<file path="src/rtl/ripple4_sub_serial.sv">
`default_nettype none
// ============================================================================
// Module   : ripple4_sub_serial
// Brief    : Bit-serial ripple subtractor, outD = inA - inB - Bin, LSB first,
//            with valid/ready handshakes on operands and result.
//            Optional signed-overflow output enabled by RIPPLE4_SUB_OVF_EN.
// Revision : 1.0 - initial release
// ============================================================================
module ripple4_sub_serial #(
    parameter int WIDTH = 4
) (
    input  logic             clk,
    input  logic             rst,
    input  logic             in_valid,
    output logic             in_ready,
    input  logic [WIDTH-1:0] inA,
    input  logic [WIDTH-1:0] inB,
    input  logic             Bin,
    output logic             out_valid,
    input  logic             out_ready,
    output logic [WIDTH-1:0] outD,
    output logic             Bout,
    output logic             busy
`ifdef RIPPLE4_SUB_OVF_EN
    ,
    output logic             ovf
`endif
);

    localparam int                 c_IDX_W = (WIDTH > 1) ? $clog2(WIDTH) : 1;
    localparam logic [c_IDX_W-1:0] c_LAST  = c_IDX_W'(WIDTH - 1);
    localparam logic [c_IDX_W-1:0] c_ONE   = c_IDX_W'(1);

    localparam logic [1:0] c_IDLE = 2'd0;
    localparam logic [1:0] c_RUN  = 2'd1;
    localparam logic [1:0] c_DONE = 2'd2;

    logic [1:0]         r_state;
    logic [1:0]         w_next;
    logic [WIDTH-1:0]   r_a;
    logic [WIDTH-1:0]   r_b;
    logic [WIDTH-1:0]   r_res;
    logic [WIDTH-1:0]   r_outd;
    logic               r_borrow;
    logic               r_bout;
    logic [c_IDX_W-1:0] r_idx;

    logic w_accept;
    logic w_run;
    logic w_a;
    logic w_b;
    logic w_d;
    logic w_br;

    assign w_accept = (r_state == c_IDLE) && in_valid;
    assign w_run    = (r_state == c_RUN);

    // Operands shift right each RUN cycle, so bit 0 is always bit idx.
    assign w_a  = r_a[0];
    assign w_b  = r_b[0];
    assign w_d  = w_a ^ w_b ^ r_borrow;
    assign w_br = (~w_a & w_b) | (~(w_a ^ w_b) & r_borrow);

    always_ff @(posedge clk or posedge rst) begin
        if (rst) begin
            r_state <= c_IDLE;
        end else begin
            r_state <= w_next;
        end
    end

    always_comb begin
        w_next = r_state;
        case (r_state)
            c_IDLE:  if (in_valid)         w_next = c_RUN;
            c_RUN:   if (r_idx == c_LAST)  w_next = c_DONE;
            c_DONE:  if (out_ready)        w_next = c_IDLE;
            default:                       w_next = c_IDLE;
        endcase
    end

    always_comb begin
        in_ready  = (r_state == c_IDLE);
        out_valid = (r_state == c_DONE);
        busy      = (r_state != c_IDLE);
    end

`ifdef RIPPLE4_SUB_OVF_EN
    logic r_ovf;
`endif

    always_ff @(posedge clk or posedge rst) begin
        if (rst) begin
            r_a      <= '0;
            r_b      <= '0;
            r_res    <= '0;
            r_outd   <= '0;
            r_borrow <= 1'b0;
            r_bout   <= 1'b0;
            r_idx    <= '0;
`ifdef RIPPLE4_SUB_OVF_EN
            r_ovf    <= 1'b0;
`endif
        end else if (w_accept) begin
            r_a      <= inA;
            r_b      <= inB;
            r_borrow <= Bin;
            r_idx    <= '0;
            r_res    <= '0;
        end else if (w_run) begin
            r_a      <= r_a >> 1;
            r_b      <= r_b >> 1;
            r_borrow <= w_br;
            r_idx    <= r_idx + c_ONE;
            r_res    <= {w_d, r_res[WIDTH-1:1]};
            if (r_idx == c_LAST) begin
                r_outd <= {w_d, r_res[WIDTH-1:1]};
                r_bout <= w_br;
`ifdef RIPPLE4_SUB_OVF_EN
                // On the last step w_a/w_b are the operand MSBs and w_d the result MSB.
                r_ovf  <= (w_a != w_b) && (w_d != w_a);
`endif
            end
        end
    end

    assign outD = r_outd;
    assign Bout = r_bout;
`ifdef RIPPLE4_SUB_OVF_EN
    assign ovf  = r_ovf;
`endif

endmodule
`default_nettype wire

</file>
<file path="config.mk">
export PLATFORM = sky130hd
export DESIGN_NAME = ripple4_sub_serial
export DESIGN_NICKNAME = d
export VERILOG_FILES = /design/src/rtl/ripple4_sub_serial.sv
export SDC_FILE = /design/constraint.sdc
export NUM_CORES = 1
export LEC_CHECK = 0
export CAP_MARGIN = 20
export CORE_ASPECT_RATIO = 1.5
export CORE_MARGIN = 4
export CORE_UTILIZATION = 33
export DETAILED_ROUTE_END_ITERATION = 16
export GPL_TIMING_DRIVEN = 1
export PLACE_DENSITY = 0.63
export RECOVER_POWER = 100
export SYNTH_ARGS = -nofsm -noshare
export SYNTH_HDL_FRONTEND = slang
export SYNTH_SLANG_ARGS = --single-unit
</file>
<file path="constraint.sdc">
create_clock -name clk -period 2.1 [get_ports clk]
set_clock_uncertainty 0.05 [all_clocks]
set_input_delay 0.315 -clock clk [delete_from_list [all_inputs] [get_ports clk]]
set_output_delay 0.315 -clock clk [all_outputs]
set_load 0.005 [all_outputs]
</file>
# After elaboration in Yosys (flattened, before gate mapping)

Index checks and enable logic that the tools add are counted.

Input port bits: 13
Output and inout port bits: 8
Logic and storage cells: 43
Register bits after elaboration: 22

Bitwise logic cells: 8
Eq/ne operators: 6
$add $sub $neg: 1
Reduce and logical (&&, ||, !) cells: 6
Multiplexer cells: 14

Operators by type and width:

| cell                                                                     | count |
|---|---|
| 4-bit two-way mux                                                        | 6 |
| 2-bit two-way mux                                                        | 5 |
| 2-bit one-hot mux with 3 select lines                                    | 1 |
| 3-bit AND reduction                                                      | 2 |
| 2-bit == test (second input constant)                                    | 2 |
| 2-bit by 1-bit inequality test with 1-bit output (second input constant) | 2 |
| 2-bit nonzero test                                                       | 2 |
| 1-bit NOT                                                                | 3 |
| 2-bit by 1-bit adder with 2-bit output (second input constant)           | 1 |
| 1-bit bitwise AND                                                        | 2 |
| 2-bit by 1-bit == test with 1-bit output (second input constant)         | 1 |
| 2-bit zero test                                                          | 1 |
| 1-bit two-way mux                                                        | 2 |
| 2-bit inequality test (second input constant)                            | 1 |
| 1-bit bitwise XOR                                                        | 2 |
| 1-bit logical AND                                                        | 1 |
| 1-bit OR                                                                 | 1 |

# Longest topological paths before layout

Word-level depth: 6
Gate-level depth with buffers: 3
Gate-level depth less buffers: 3

# Least setup slack after synthesis

Ideal clock, no wire load.

Kind: flip-flop to flip-flop
Start: register r_a[0]
End: register r_outd[3], in the netlist outD[3]
Data arrival time: 1.115 ns
Path buffers: 0
Setup time: 0.125 ns
Period minus slack after synthesis: 1.290 ns
Stages on the path, launching flop included: 3
Data required time: 1.925 ns
Slack: 0.810 ns
Cell sequence: dfrtp_1 fa_1 mux2_2

Longest elaborated chain between the ends: 2

Ends and longest elaborated chain:

| element                        | RTL line | source |
|---|---|---|
| from (decl)                    | 40       | `logic [WIDTH-1:0] r_a;` |
| from (signal assigned)         | 105      | `r_a <= inA;` |
| from (signal assigned)         | 111      | `r_a <= r_a >> 1;` |
| 1-bit bitwise XOR (2 in a row) | 61       | `assign w_d = w_a ^ w_b ^ r_borrow;` |
| named net w_d                  | 52       | `logic w_d;` |
| to (signal assigned)           | 117      | `r_outd <= {w_d, r_res[WIDTH-1:1]};` |
| to (decl)                      | 43       | `logic [WIDTH-1:0] r_outd;` |

The timed path passes the listed nets, and every way through them passes these cells.
A chain may end at the register's enable or synchronous reset.

# Worst setup path in the final report

Start: register r_state[1]
End: output in_ready

Longest elaborated chain between the ends: 1

Ends and longest elaborated chain:

| element                | RTL line | source |
|---|---|---|
| from (decl)            | 38       | `logic [1:0] r_state;` |
| from (signal assigned) | 66       | `r_state <= c_IDLE;` |
| from (signal assigned) | 68       | `r_state <= w_next;` |
| 2-bit zero test        | 83       | `in_ready = (r_state == c_IDLE);` |
| to (decl)              | 15       | `output logic in_ready,` |

No other way between the ends.

==> summary.md <==
| Metric | Value |
|---|---|
| Avg Cell Area, Syn | between 10 and 15 µm² |
| Fin. max-slew vios | 0 |
| Hold Startpoint | r_idx[0] |
| Post-route clock period utilization | 0.952 |
| Critical R2R Capture | outD[3] |
| Min-Delay Path Class | reg -> reg |
| Antenna Nets Post-Route | 0 |
| TritonRoute pass-1 iters | 4 |
| # fillers | about 300 |
| Critical path's largest stage delay | 0.57 ns |
| Peak supply drop | 0.572 mV |
| Final Non-Filler Cells | between 100 and 150 |
| Cell Pwr Density | ~1400 mW/mm² |
| Synthesized flop and latch total | 21 |
| Largest family of logic cells by synthesized area | compound AO/OA/AOI/OAI gates |
| GRT Util Overall | 0.112 |
| Area Overhead vs Synth | 27.0% |
| DR WL/cell | between 10 and 15 µm |
| H-tree depth reported by CTS | 1 |
| Root Buffer | clkbuf_8 |
| Share of cells above drive strength 1 | 0.155 |
| Final #Nets | 113 |
| CTS tree | done |
| Post-Syn Nets | a little under 90 |
| Placed Cells | ~130 |
| # resized after CTS | 0 |
| Die area | between 0.003 and 0.004 mm² |
| Maximum clock rate | about 500 MHz |
| Final wirelength | about 1900 µm |
| Post-layout util | 0.434 |
| DP HPWL | between 1000 and 1500 µm |
| YS warnings | 0 |
| Worst-margin pin slew | about 1.1 ns |
| I/O pin count | 21 |
| MaxCap Viol Count | 0 |
| WS Path Type | reg -> out |
| Multiplexer share of the synthesized area | 0.0660 |
| Setup repair after global routing missed its margin | false |
| DRC Markers | 0 |
| Ant diodes | 0 |
| Worst reg2reg path depth | 3 |
| Setup tns final | 0 ns |
| Grt ovf | 0 |
| XOR/XNOR share of the synthesized area | 0 |
| # rows | 24 |
| Hold WS | about 0.44 ns |
| Worst Hold Path EP | r_idx[0] |
| Post-synthesis instance total | 73 |
| Post-synthesis adder-cell area fraction | 0.0330 |
| Fin crit period | approximately 2 ns |
| Initial antenna violation count | 0 |
| Worst-path cell chain | nor2_1 > clkdlybuf4s50_1 |
| Synth cell types | 24 |
| Clk buf depth | 2 |
| Routability cong. | 0.846 |
| Die width | between 50 and 60 µm |
| Leak Pwr | around 0.57 nW |
| CP arrival | ~1.6 ns |
| Area of the mapped netlist | 986 µm² |
| Initial core utilization | 0.342 |
| Critical Path RT | 1.74 ns |
| Number of hold buffers added after cts | 0 |
| Outcome | completed |
| Crit-path slowest cell | clkdlybuf4s50_1 |
| Latest clock arrival within the worst-skew pair | roughly 0.26 ns |
| Crit. End Element | output port |
| PortBufs | 20 |
| Worst setup SP type | register |
| First-pass GRT wire length | ~3200 µm |
| DR vias | ~670 |
| Finish-stage setup viols | 0 |
| CTS Buf Count | 3 |
| R2R Path Start | r_state[1] |
| Core area | slightly below 0.003 mm² |
| Max FO, Critical Path | 10 |
| Sequential area share after synthesis | 0.533 |
| Vias in the first global route | 729 |
| Simple-gate share of the synthesized area | 0.146 |
| Largest net degree at the start of global routing | 22 |
| Setup bufs post-CTS | 0 |
| Compound-Gate Fraction of Synth Area | 0.161 |
| Die H | 74.9 µm |
| Drt via density | between 4 and 5 |
| Sink Count | 21 |
| Drt initial violations | 19 |
| Final Hold Viols | 0 |
| Max-slew headroom | 0.256 |
| R2R setup slack | ~0.42 ns |
| Hold depth | 1 |
| CTS clk-pin slew, worst paths | 0.08 ns |
## state kept, by name, indices dropped and copies added, names as in the netlist
| signal | flops |
|---|---|
| outD | 4 |
| r_a | 4 |
| r_b | 4 |
| r_res | 3 |
| r_idx | 2 |
| r_state | 2 |
| Bout | 1 |
| r_borrow | 1 |
## routing by layer
layer,vias to the layer above,global-route usage,share of wire
li1,318,-,-
met3,4,0.0178,0.040
met5,-,0,0
met4,0,0.0597,0.018
met2,20,0.192,0.51
met1,329,0.131,0.43
## cell usage after synthesis
cell type / number / area share
fa_1: 1 / 0.020
a22o_1: 4 / 0.036
o21bai_2: 1 / 0.011
nor4bb_1: 2 / 0.020
mux2i_1: 2 / 0.020
nand3b_4: 1 / 0.020
dfrtp_1: 21 / 0.53
nor3b_1: 2 / 0.015
o21ai_0: 1 / 0.0051
inv_1: 8 / 0.030
buf_4: 1 / 0.0076
nor2b_4: 1 / 0.014
nand2b_1: 2 / 0.013
a211o_1: 2 / 0.018
ha_1: 1 / 0.013
a222oi_1: 3 / 0.030
mux2_2: 4 / 0.046
or4b_1: 4 / 0.041
buf_6: 2 / 0.023
o221a_2: 4 / 0.046
nor2b_1: 3 / 0.019
a21oi_1: 1 / 0.0051
nor2_1: 1 / 0.0038
o21ba_2: 1 / 0.010
## layout by cell type (no fill, tap or decap), drive strengths merged
cell type	n
dfrtp	21
clkdlybuf4s50	12
inv	8
dlygate4sd3	8
clkbuf	5
mux2	4
a22o	4
or4b	4
o221a	4
nor2b	4
a222oi	3
nand2b	2
mux2i	2
nor4bb	2
nor3b	2
a211o	2
nand3b	1
o21ai	1
o21bai	1
a21oi	1
nor2	1
o21ba	1
fa	1
ha	1
clkinvlp	1
buf	1
## worst max path at each step
stage | startpoint | endpoint | slack, ns | depth (start not counted)
after floorplan | r_a[0] | outD[3] | 0.81 | 2
after global placement | in_valid | r_a[0] | 0.34 | 3
after detailed placement | in_valid | r_a[2] | 0.30 | 3
after CTS | r_state[1] | in_ready | 0.1 | 2
after global routing | r_state[1] | in_ready | 0.04 | 2
final | r_state[1] | in_ready | 0.10 | 2
## final cells by class
type | instances | area (µm²) | area share
flip-flops and latches | 21 | 526 | 0.420
multi-input cells | 41 | 384 | 0.307
repair buffers | 23 | 215 | 0.172
well taps | 39 | 48.8 | 0.0390
clock buffers | 3 | 41.3 | 0.0330
inverters | 8 | 30.0 | 0.0240
clock inverters | 1 | 7.51 | 0.00599
## worst max-delay path: cells and delay by family (launching register included)
kind / cells / cell delay, ns
buffers and inverters: 1 / 0.57
flip-flops: 1 / 0.48
AND/OR/NAND/NOR: 1 / 0.32
## metrics by stage
stage               total power, mW  setup slack (ns)  cell area, µm²
global route                   1.92            0.0428            1250
global placement               1.55             0.335            1230
detailed placement             1.59             0.304            1230
CTS                            1.86            0.0985            1280
finish                         1.78             0.101            1250
floorplan                      1.29             0.810             986
## power breakdown
group	switching (mW)	internal, mW	leakage, nW
registers	0.126	0.595	0.257
clock network	0.135	0.134	0.0217
logic	0.337	0.452	0.295
total	0.597	1.18	0.574
## cells by family after synthesis
group / after synthesis
DFF: 21
AOI/OAI and AO/OA: 17
and+or+nand+nor: 16
buffers and inverters: 11
muxes: 6
adders and majority gates: 2
(Power assumes the default switching activity.)
